==> src/rtl/ifetch_queue.sv <==
// Instruction fetch unit: issues single-outstanding word requests to instruction memory
// and buffers returned words with their addresses in a small FIFO for decode.
module ifetch_queue #(
   parameter int unsigned DEPTH    = 4,
   parameter logic [31:0] RESET_PC = 32'h0
) (
   input  logic        clk_i,
   input  logic        rst_i,
   input  logic        start_i,
   input  logic        redirect_i,
   input  logic [31:0] redirect_pc_i,
   output logic        mem_req_o,
   output logic [31:0] mem_addr_o,
   input  logic        mem_ack_i,
   input  logic [31:0] mem_data_i,
   output logic        inst_valid_o,
   output logic [31:0] inst_o,
   output logic [31:0] pc_o,
   input  logic        inst_ready_i,
   output logic [3:0]  count_o
);

   localparam int unsigned PTR_W = $clog2(DEPTH);
   localparam int unsigned CNT_W = 4;
   localparam logic [CNT_W-1:0] DEPTH_C = CNT_W'(DEPTH);

   typedef enum logic [1:0] {IDLE, FETCH, DISCARD} state_t;

   state_t             state_q, state_d;
   logic [31:0]        q_inst [DEPTH];
   logic [31:0]        q_pc   [DEPTH];
   logic [PTR_W-1:0]   rd_ptr, wr_ptr, rd_ptr_d, wr_ptr_d;
   logic [31:0]        fetch_pc, fetch_pc_d, mem_addr_d;
   logic [31:0]        inst_d, pc_d;
   logic [CNT_W-1:0]   count_d;
   logic               mem_req_d, valid_d;
   logic               ack, push, pop;

   // Next-state, queue bookkeeping and request generation
   always_comb begin
      state_d    = state_q;
      fetch_pc_d = fetch_pc;
      mem_req_d  = mem_req_o;
      mem_addr_d = mem_addr_o;
      rd_ptr_d   = rd_ptr;
      wr_ptr_d   = wr_ptr;
      count_d    = count_o;
      ack        = mem_req_o && mem_ack_i;
      pop        = inst_valid_o && inst_ready_i;
      push       = ack && (state_q == FETCH) && !redirect_i;

      // A redirect wins over any push or pop in the same cycle
      if (redirect_i) begin
         rd_ptr_d   = '0;
         wr_ptr_d   = '0;
         count_d    = '0;
         fetch_pc_d = redirect_pc_i & ~32'd3;
      end else begin
         rd_ptr_d = rd_ptr + PTR_W'(pop);
         wr_ptr_d = wr_ptr + PTR_W'(push);
         count_d  = count_o + CNT_W'(push) - CNT_W'(pop);
         if (push) begin
            fetch_pc_d = fetch_pc + 32'd4;
         end
      end

      case (state_q)
         IDLE: begin
            if (start_i) state_d = FETCH;
         end
         FETCH: begin
            if (redirect_i && mem_req_o && !mem_ack_i) begin
               state_d = DISCARD;
            end else if (!start_i && (!mem_req_o || mem_ack_i)) begin
               state_d = IDLE;
            end
         end
         DISCARD: begin
            if (ack) state_d = start_i ? FETCH : IDLE;
         end
         default: state_d = IDLE;
      endcase

      if (ack) begin
         mem_req_d = 1'b0;
      end else if (!mem_req_o && start_i && (state_q == FETCH) && !redirect_i
                   && (count_d < DEPTH_C)) begin
         mem_req_d  = 1'b1;
         mem_addr_d = fetch_pc;
      end

      // Bypass the incoming word when it becomes the new head
      if (push && (wr_ptr == rd_ptr_d)) begin
         inst_d = mem_data_i;
         pc_d   = mem_addr_o;
      end else begin
         inst_d = q_inst[rd_ptr_d];
         pc_d   = q_pc[rd_ptr_d];
      end
      valid_d = (count_d != '0);
   end

   always_ff @(posedge clk_i or negedge rst_i) begin
      if (!rst_i) begin
         state_q      <= IDLE;
         fetch_pc     <= RESET_PC;
         mem_req_o    <= 1'b0;
         mem_addr_o   <= RESET_PC;
         rd_ptr       <= '0;
         wr_ptr       <= '0;
         count_o      <= '0;
         inst_valid_o <= 1'b0;
         inst_o       <= '0;
         pc_o         <= '0;
         for (int i = 0; i < DEPTH; i++) begin
            q_inst[i] <= '0;
            q_pc[i]   <= '0;
         end
      end else begin
         state_q      <= state_d;
         fetch_pc     <= fetch_pc_d;
         mem_req_o    <= mem_req_d;
         mem_addr_o   <= mem_addr_d;
         rd_ptr       <= rd_ptr_d;
         wr_ptr       <= wr_ptr_d;
         count_o      <= count_d;
         inst_valid_o <= valid_d;
         inst_o       <= inst_d;
         pc_o         <= pc_d;
         if (push) begin
            q_inst[wr_ptr] <= mem_data_i;
            q_pc[wr_ptr]   <= mem_addr_o;
         end
      end
   end

endmodule

==> config.mk <==
export PLATFORM = sky130hd
export DESIGN_NAME = ifetch_queue
export DESIGN_NICKNAME = d
export VERILOG_FILES = /design/src/rtl/ifetch_queue.sv
export SDC_FILE = /design/constraint.sdc
export NUM_CORES = 1
export LEC_CHECK = 0
export CORE_UTILIZATION = 38
export DETAILED_ROUTE_END_ITERATION = 10
export PLACE_DENSITY_LB_ADDON = 0.12
export SYNTH_ARGS = -nofsm -noshare
export SYNTH_HDL_FRONTEND = slang
export SYNTH_SLANG_ARGS = --single-unit
export TNS_END_PERCENT = 50
==> constraint.sdc <==
create_clock -name clk_i -period 7.25 [get_ports clk_i]
set_input_delay 2.175 -clock clk_i [delete_from_list [all_inputs] [get_ports clk_i]]
set_output_delay 2.175 -clock clk_i [all_outputs]
set_load 0.03 [all_outputs]
**Word level (Yosys, flattened, before mapping)**

Index checks and enable logic that the tools add are counted.

- ROM bits: 0
- RAM bits: 0
- Latch bits: 0
- Register bits: 396
- Memories: 0

- Shifts and indexed selects: 0
- $add $sub $neg: 5
- Magnitude comparators: 4
- Multipliers: 0
- Div/mod/pow operators: 0
- Reduce and logical (&&, ||, !) cells: 24
- Equal/unequal tests: 6
- Bitwise logic cells: 3
- Muxes and demuxes: 25

Operator list:

| operator | number |
|---|---|
| 32-bit two-way mux | 9 |
| 128-bit bitwise mux | 2 |
| 32-bit binary-select mux with 2-bit select | 2 |
| 32-bit demux with 2-bit select | 1 |
| 32-bit by 3-bit adder with 32-bit output, second input constant | 1 |
| 1-bit logical AND | 13 |
| 2-bit two-way mux | 6 |
| 3-bit >= comparator, second input constant | 2 |
| 2-bit inverter with 3-bit output | 2 |
| 2-bit one-hot mux with 3 select lines | 1 |
| 2-bit by 1-bit adder with 2-bit output | 2 |
| 4-bit by 1-bit adder with 4-bit output | 1 |
| 1-bit logical NOT | 4 |
| 4-bit by 3-bit less-than comparator with 1-bit output, second input constant | 1 |
| 4-bit two-way mux | 1 |
| 2-bit inequality test, second input constant | 2 |
| 2-bit nonzero test | 2 |
| 4-bit nonzero test | 1 |
| 4-bit by 1-bit subtractor with 4-bit output | 1 |
| 3-bit by 1-bit less-than comparator with 1-bit output, second input constant | 1 |
| 1-bit two-way mux | 3 |
| 3-bit inequality test, second input constant | 1 |
| 3-bit AND reduction | 1 |
| 2-bit by 1-bit equality test with 1-bit output, second input constant | 1 |
| other kinds (6) | 6 |

**Logic depth before layout (Yosys ltp)**

Gate-level depths: netlist (run 1).

- Depth in word-level cells: 10
- Mapped depth: 13
- Mapped depth without buffers: 11

**Worst setup path after synthesis (run 1)**

No wires, ideal clock.

- Path type: input to register
- Start: in redirect_i
- End: reg mem_addr_o[10]
- Cell stages on the path: 13
- Required time: 7.125 ns
- Arrival: 4.645 ns
- Slack: 2.480 ns
- Cell sequence: nor3b_2 and3_1 buf_2 inv_2 ha_1 inv_1 ha_1 fa_1 xnor2_1 o2111a_1 o21ai_1 buf_2 mux2_2

- Longest elaborated chain between the ends: 8
- Elaborated cells between the ends (all ways): 9

Ends and longest elaborated chain:

| what | RTL line | RTL |
|---|---|---|
| start, declared | 10 | `input logic redirect_i,` |
| 1-bit logical NOT | 50, 86 |  |
| 1-bit logical AND | 50 | `push = ack && (state_q == FETCH) && !redirect_i;` |
| 4-bit by 1-bit adder with 4-bit output | 61 | `count_d = count_o + CNT_W'(push) - CNT_W'(pop);` |
| 4-bit by 1-bit subtractor with 4-bit output | 61 |  |
| 4-bit two-way mux | 53 | `if (redirect_i) begin` |
| 4-bit by 3-bit less-than comparator with 1-bit output | 87 | `&& (count_d < DEPTH_C)) begin` |
| 1-bit logical AND * | 87 |  |
| 2-bit AND reduction (no source line) * | n/a |  |
| end signal, assigned | 123 | `mem_addr_o <= mem_addr_d;` |
| end, declared | 13 | `output logic [31:0] mem_addr_o,` |

Mark *: on every way between the ends. The rest lies on a longest branch, timed or not.
A chain may end at the register's enable or synchronous reset.

**Worst setup path after layout (run 1)**

- Start: in redirect_i
- End: reg mem_addr_o[22]

The elaborated chain is that of the path after synthesis.

==> metrics.txt, run 1 <==
status=completed; critical path fanouts, max=31; Max Root-Sink Buffers=3; I/O Buffers=approximately 170; Routed wire per std cell=about 20 um; DR pass1 iterations=4; GR Overflow Total=0; post-route ant nets=0; ys flop type=dfrtp_1; worst hold stages=1; Worst VDD drop=0.194 mV; drt drc=0; # rows=76; Hold Path End=q_inst[42]; final core occ=0.469; Slowest-stage cell, CP=clkdlybuf4s50_1; startpoint types=input port; worst r2r src=state_q[0]; total core area=between 40,000 and 50,000 um2; Initial DRC Count=406; Synth Warn #=0; maximum clock frequency=195 MHz; die area=44,600 um2; Worst Path Arrival=5.57 ns; Layout area overhead=21.7%; layout cell share with drive strength beyond 1=0.393; final worst setup slack=2.12 ns; hold path start=q_inst[42]; # diodes=0; post-synthesis register bit count=382; Die Wd=211 um; Async SR Flop Fraction=1.00; Final Max Tran Viols=0; Mapped Area=16,600 um2; starting density of the core=0.386; RSZ-0062 raised after global routing=false; Setup CP Type=input port to flop; vias in the first global route=10,200; Post-Route Skew=0.0129 ns; CTS Root Cell=clkbuf_16; TritonCTS buffer count=44; DP Worst Slack=1.51 ns; Worst-Margin Slew=roughly 1.1 ns; Hold Crit Class=flop to flop; Critical Path Max Stage Delay=0.44 ns; Vias per Instance=5.16; dpl hpwl=22.0 mm; cts repair resizes=0; relative slew slack=0.247; Tmin final=5.13 ns; Pwr Density=around 270 nW/um2; element type at the critical path end=flop; register area share after synthesis=0.574; max-cap violations=0; cts-stage hold buffer count=0; Setup TNS=0 ns; IO Pins=172; CP required=7.68 ns; fin area=20,200 um2; worst-path cell chain=clkdlybuf4s50_1 > nor3b_2 > and3_1 > inv_2 > ha_1 > inv_1 > ha_1 > fa_1 > xnor2_1 > o2111a_1 > o21ai_4 > mux2_2; htree depth=2; Reg clk slew, reported paths=0.06 ns; setup bufs post-CTS=0; final wirelength=37.8 mm; Placed Instance Area=18,800 um2; Nets=1,313; Sink Count=382; r2r setup slk=approximately 3.8 ns; leakage=around 9.4 nW; initial antenna violation count=0; Mapped Cells=1,074; Setup-failing EPs final=0; latest clock arrival within the worst-skew pair=0.56 ns; R2R depth=11; syn avg cell area=15.5 um2; Most Frequent Cell on Critical Path=ha_1; routability cong.=0.724; Total GRT Usage=0.178; Reg-to-Reg End=mem_addr_o[22]; final hold violation count=0; Post-synth EDFFs=0; via count=9,556; wire length of the first global-routing pass=60.8 mm; Tcrit/Tclk final=0.708; Die Ht=211 um; largest net degree at the start of global routing=153; TritonCTS clock tree=built; Distinct cells, synth=57
[power breakdown]
part	internal, mW	switching, mW	total [mW]
sequential	2.26	0.189	2.45
clock	1.28	0.866	2.15
combinational	0.404	0.494	0.898
total	3.95	1.55	5.50
[layout make-up]
cell class,instances,area [um2]
fill,3924,22900
sequential,382,9560
multi-input combinational,616,6690
timing repair buffer,180,1820
clock buffer,70,1360
tap,585,732
clock inverter,7,46.3
inverter,11,41.3
[sequential cells by signal, summed over array words and instances (netlist names)]
signal,count
count_o,4
fetch_pc,30
inst_o,32
inst_valid_o,1
mem_addr_o,30
mem_req_o,1
pc_o,30
q_inst,128
q_pc,120
rd_ptr,2
state_q,2
wr_ptr,2
[worst max-delay path by stage]
stage / end / slack (ns) / startpoint
final: mem_addr_o[22] / 2.12 / redirect_i
after detailed placement: mem_addr_o[30] / 1.51 / redirect_i
after floorplan: mem_addr_o[10] / 2.48 / redirect_i
after CTS: mem_addr_o[10] / 2.11 / redirect_i
after global placement: mem_addr_o[26] / 1.52 / redirect_i
after global routing: mem_addr_o[29] / 1.92 / redirect_i
[cells in the mapped netlist, drive strengths merged, types with 3 or more instances]
master | number | area, um2
ha | 7 | 87.6
o211ai | 3 | 22.5
nor2 | 19 | 71.3
and3 | 7 | 43.8
nor2b | 4 | 25.0
xnor2 | 7 | 61.3
and4 | 4 | 35.0
or3 | 3 | 21.3
or4b | 3 | 30.0
clkbuf | 14 | 53.8
mux4 | 62 | 1400
o21ai | 18 | 90.1
nand2 | 25 | 93.8
buf | 54 | 355
xor2 | 7 | 61.3
or4 | 15 | 128
and2 | 5 | 31.3
nor3 | 3 | 37.5
nand3 | 19 | 108
inv | 10 | 37.5
mux2 | 341 | 3840
a31oi | 14 | 87.6
o31ai | 9 | 67.6
o311ai | 3 | 26.3
nand4 | 15 | 100
dfrtp | 382 | 9560
[stage by stage]
stage / total power, mW / std cells / hold WS (ns)
floorplan: 2.95 / 1077 / 0.452
global placement: 3.40 / 1774 / 0.466
detailed placement: 3.40 / 1774 / 0.471
CTS: 5.59 / 1851 / 0.485
global route: 5.75 / 1851 / 0.504
finish: 5.50 / 1851 / 0.481
[logic make-up after synthesis]
logic type / after synthesis / synth area share
flip-flops: 382 / 0.574
multiplexers: 404 / 0.315
other: 1 / 0.000225
AND/OR/NAND/NOR: 132 / 0.0482
XOR/XNOR: 14 / 0.00737
adder cells (fa/ha/maj): 8 / 0.00647
buffers and inverters: 79 / 0.0271
AO/OA/AOI/OAI: 54 / 0.0211
[layer usage]
metal,wire length [um],vias up,track usage
li1,-,4318,-
met1,18000,5005,0.254
met2,17500,182,0.277
met3,1460,51,0.0300
met4,787,0,0.0565
met5,0,-,0
[worst max-delay path: cells and delay by family]
| family | cells | cell delay [ns] |
|---|---|---|
| AOI/OAI and AO/OA | 2 | 0.69 |
| and+or+nand+nor | 2 | 0.58 |
| muxes | 1 | 0.42 |
| xor gates and xnor gates | 1 | 0.18 |
| buffers and inverters | 3 | 0.61 |
| adders and majority gates | 3 | 0.88 |
[cell usage in the layout, fill, tap and decap left out, types with 3 or more instances in the layout]
cell / n
mux2_2: 329
or4_1: 9
mux4_2: 62
and3_1: 6
a31oi_1: 14
nand4_1: 14
inv_1: 9
nand2_1: 25
dfrtp_1: 382
clkbuf_16: 45
or4_4: 3
clkbuf_1: 11
clkdlybuf4s50_1: 164
o21ai_0: 17
buf_4: 11
xnor2_1: 7
and4_1: 4
conb_1: 4
xor2_1: 7
o31ai_1: 9
nor2b_1: 3
clkbuf_8: 14
nand3_1: 17
and2_1: 5
or4_2: 3
nor2_1: 18
inv_6: 3
o311ai_0: 3
clkinv_2: 4
buf_12: 4
mux2_1: 12
o211ai_1: 3
ha_1: 7
Power figures use the tool's default switching activity.
==> run 2, diff against run 1 <==
clock period = 4.7 ns   (was 7.25 ns; I/O delays follow)
==> metrics.txt, run 2 (synthesized netlist as in run 1, its figures left out) <==
Sink Count=382; critical path fanouts, max=31; IO Pins=172; cts repair resizes=0; element type at the critical path end=flop; final wirelength=38.5 mm; setup bufs post-CTS=0; post-route ant nets=0; worst r2r src=state_q[0]; dpl hpwl=23.4 mm; Total GRT Usage=0.179; GR Overflow Total=0; Die Wd=211 um; Max Root-Sink Buffers=3; Worst Path Arrival=4.44 ns; Hold Path End=q_inst[42]; Die Ht=211 um; drt drc=0; worst hold stages=1; wire length of the first global-routing pass=61.3 mm; Initial DRC Count=444; vias in the first global route=around 10,000; sum of buffers and inverters on the critical path=4; RSZ-0062 raised after global routing=false; I/O Buffers=around 170; DP Worst Slack=0.118 ns; DR pass1 iterations=4; Final Max Tran Viols=0; die area=44,600 um2; Worst-Margin Slew=0.698 ns; Tcrit/Tclk final=0.851; via count=9,650; biggest regs=q_inst (128), q_pc (120), inst_o (32); final worst setup slack=0.702 ns; CP required=5.14 ns; # rows=76; worst-path cell chain=clkdlybuf4s50_1 > nor3b_2 > and3_1 > inv_2 > ha_1 > inv_1 > ha_1 > fa_1 > xnor2_1 > o2111a_1 > o21ai_4 > buf_12 > mux2_2; final hold slack=roughly 0.48 ns; maximum clock frequency=250 MHz; layout cell share with drive strength beyond 1=0.397; Setup-failing EPs final=0; leakage=9.50 nW; Setup CP Type=input port to flop; cts-stage hold buffer count=0; routability cong.=around 0.76; # diodes=0; Critical Path Max Stage Delay=around 0.45 ns; Pwr Density=417 nW/um2; most frequent cells in the layout=dfrtp_1, mux2_2, clkdlybuf4s50_1; most common cell after layout, fill and taps aside=dfrtp_1; r2r setup slk=1.58 ns; R2R depth=12; TritonCTS clock tree=built; final core occ=0.475; Reg area=9560 um2; Worst VDD drop=0.293 mV; critical path's top delay family=adder cells; Setup TNS=0 ns; initial antenna violation count=0; Reg-to-Reg End=mem_addr_o[29]; TritonCTS buffer count=45; Layout area overhead=23.1%; relative slew slack=0.535; htree depth=2; status=completed; Routed wire per std cell=20.5 um; Post-Route Skew=0.00867 ns; latest clock arrival within the worst-skew pair=roughly 0.56 ns; max FFs per register=128; fill count=3,856; crit path from=redirect_i; total core area=43,200 um2; Reg clk slew, reported paths=0.06 ns; max-cap violations=0; largest reg by FF count=q_inst; final hold violation count=0; largest net degree at the start of global routing=83; startpoint types=input port; Tmin final=4.00 ns; CTS Root Cell=clkbuf_16; Vias per Instance=5.15; hold path start=q_inst[42]; Slowest-stage cell, CP=clkdlybuf4s50_1; area of the multi-input gates=6690 um2; Nets=1,332; Hold Crit Class=flop to flop; Most Frequent Cell on Critical Path=ha_1; starting density of the core=0.386
[run 2: per-layer routing]
layer / wire, um / share of wire / track usage
met3: 1340 / 0.035 / 0.0282
met4: 682 / 0.018 / 0.0535
met1: 18100 / 0.47 / 0.253
met5: 0 / 0 / 0
met2: 18300 / 0.48 / 0.285
[run 2: how the worst max path moves through the flow]
stage                endpoint  slack [ns]  cells past startpoint
6_report       mem_addr_o[29]        0.70                     13
5_1_grt         mem_addr_o[7]        0.60                     13
4_1_cts        mem_addr_o[29]        0.72                     13
3_5_place_dp   mem_addr_o[27]        0.12                     13
3_3_place_gp   mem_addr_o[26]        0.16                     13
2_1_floorplan  mem_addr_o[10]        0.70                     13
[run 2: per-stage QoR]
| step | cells | power, mW | cell area [um2] |
|---|---|---|---|
| after global placement | 1792 | 5.27 | 19100 |
| after floorplan | 1077 | 4.55 | 16700 |
| final | 1874 | 8.54 | 20500 |
| after global routing | 1874 | 8.93 | 20500 |
| after detailed placement | 1792 | 5.28 | 19100 |
| after CTS | 1874 | 8.70 | 20500 |
[run 2: report_power, final]
part | leakage, nW | switching [mW] | internal, mW
clock network | 0.698 | 1.35 | 2.00
registers | 5.24 | 0.294 | 3.49
logic | 3.56 | 0.772 | 0.639
total | 9.50 | 2.41 | 6.13
[run 2: final cells by class]
class,count,share of cell area
inverter,11,0.00201
sequential,382,0.466
multi-input combinational,616,0.326
tap,585,0.0357
clock inverter,9,0.00360
clock buffer,73,0.0656
timing repair buffer,198,0.100
[run 2: worst reg2reg max path, stage by stage (launching register included)]
cell,delay [ns]
dfrtp_1,0.43
nor3b_2,0.22
and3_1,0.22
inv_2,0.10
ha_1,0.29
inv_1,0.04
ha_1,0.20
fa_1,0.38
xnor2_1,0.18
o2111a_1,0.28
o21ai_4,0.07
buf_12,0.23
mux2_2,0.38
==> run 3, diff against run 2 <==
CORE_MARGIN = 2   (was default)
clock period = 3.3 ns   (was 4.7 ns; I/O delays follow)
==> metrics.txt, run 3 (synthesized netlist as in run 1, its figures left out) <==
largest net degree at the start of global routing=81; latest clock arrival within the worst-skew pair=0.56 ns; final core occ=0.483; final hold violation count=0; max FFs per register=about 130; Worst VDD drop=0.489 mV; Tcrit/Tclk final=0.951; initial antenna violation count=1; DR pass1 iterations=4; most common cell after layout, fill and taps aside=dfrtp_1; fill count=about 3,800; # rows=76; most frequent cells in the layout=dfrtp_1, mux2_2, clkdlybuf4s50_1; Pwr Density=587 nW/um2; Vias per Instance=between 5 and 6; Layout area overhead=25.4%; Most Frequent Cell on Critical Path=ha_4; dpl hpwl=approximately 25 mm; critical path fanouts, max=12; die area=roughly 45,000 um2; I/O Buffers=165; Pwr Total=roughly 12 mW; Total GRT Usage=0.177; Reg clk slew, reported paths=0.05 ns; Max Root-Sink Buffers=3; TritonCTS clock tree=built; startpoint types=input port; Final Max Tran Viols=0; element type at the critical path end=flop; total core area=43,200 um2; max-cap violations=0; dpl cells=approximately 1,800; largest reg by FF count=q_inst; IO Pins=172; layout cell share with drive strength beyond 1=0.415; setup bufs post-CTS=0; CTS Root Cell=clkbuf_16; Final Non-Filler Cells=1,887; GR Overflow Total=0; Nets=1,352; final worst setup slack=between 0.15 and 0.2 ns; Hold Crit Class=input port to asynchronous set/reset pin; relative slew slack=0.560; drt drc=0; Post-Route Skew=around 0.013 ns; final wirelength=~38 mm; Worst-Margin Slew=0.660 ns; # diodes=0; leakage=approximately 9.7 nW; wire length of the first global-routing pass=61.9 mm; Sink Count=382; Slowest-stage cell, CP=fa_2; critical path's top delay family=adder cells; Tmin final=between 3 and 4 ns; via count=between 9,000 and 10,000; Placed Instance Area=19,500 um2; Die Wd=213 um; post-route ant nets=0; Critical Path Max Stage Delay=0.37 ns; maximum clock frequency=319 MHz; biggest regs=q_inst (128), q_pc (120), inst_o (32); Initial DRC Count=~520; routability cong.=0.742; htree depth=2; RSZ-0062 raised after global routing=false; fin area=around 21,000 um2; cts-stage hold buffer count=0; DP Worst Slack=-0.702 ns; CP required=3.74 ns; Die Ht=around 210 um; cts repair resizes=2; starting density of the core=0.386; Worst Path Arrival=3.57 ns; Routed wire per std cell=20.4 um; worst-path cell chain=dlygate4sd2_1 > and3_2 > inv_6 > ha_4 > inv_2 > ha_4 > fa_2 > xnor2_2 > o2111a_1 > o21ai_4 > buf_12 > mux2_2; sum of buffers and inverters on the critical path=4; TritonCTS buffer count=44; status=completed; Setup CP Type=input port to flop; vias in the first global route=10,700; Setup-failing EPs final=0
## run 3: cell count changes in the layout (fill, tap and decap cells not counted), sizes merged
cell / before / now
clkdlybuf4s50: 164 / 162
clkbuf: 73 / 66
inv: 11 / 13
clkinv: 8 / 6
buf: 34 / 56
dlygate4sd2: 0 / 1
bufinv: 1 / 0
## run 3: worst register-to-register path, stage by stage (launching register included)
cell      delay [ns]
dfrtp_1         0.44
nor3b_2         0.22
and3_2          0.26
inv_6           0.04
ha_4            0.25
inv_2           0.03
ha_4            0.15
fa_2            0.37
xnor2_2         0.14
o2111a_1        0.29
o21ai_4         0.13
buf_12          0.20
mux2_2          0.34
## run 3: area by class of cell
class | count | area, um2 | area share
flip-flops and latches | 382 | 9560 | 0.458
multi-input cells | 616 | 6770 | 0.324
repair buffers | 219 | 2410 | 0.115
clock buffers | 66 | 1310 | 0.0625
well taps | 585 | 732 | 0.0351
clock inverters | 8 | 55.1 | 0.00264
inverters | 11 | 46.3 | 0.00222
## run 3: metal layers
layer | vias to the layer above | global-route usage | wire length, um
met4 | 2 | 0.0630 | 1080
met2 | 174 | 0.281 | 18300
li1 | 4403 | - | -
met3 | 66 | 0.0297 | 1450
met1 | 5130 | 0.247 | 17700
met5 | - | 0 | 11
## run 3: stage by stage
step	hold WS, ns	TNS (ns)
6_report	0.367	0
5_1_grt	0.397	0
4_1_cts	0.371	0
3_5_place_dp	0.472	-26.22
3_3_place_gp	0.465	-24.00
2_1_floorplan	0.452	-2.91
## run 3: power by group
part           internal (mW)  switching, mW
combinational           1.10           1.14
clock                   2.72           1.89
sequential              4.97          0.434
total                   8.79           3.47
## run 3: path summary, 6_finish.rpt
| kind | cells past startpoint | endpoint | start | slack, ns |
|---|---|---|---|---|
| min in group clk_i | 1 | q_inst[40] | q_inst[40] | 0.48 |
| hold reg to reg | 1 | q_inst[40] | q_inst[40] | 0.48 |
| hold / removal | 1 | inst_o[18] | rst_i | 0.37 |
| setup reg to reg | 12 | mem_addr_o[3] | state_q[0] | 0.32 |
| setup / recovery | 12 | mem_addr_o[3] | mem_ack_i | 0.16 |
| max in group asynchronous | 2 | q_pc[48] | rst_i | 2.06 |
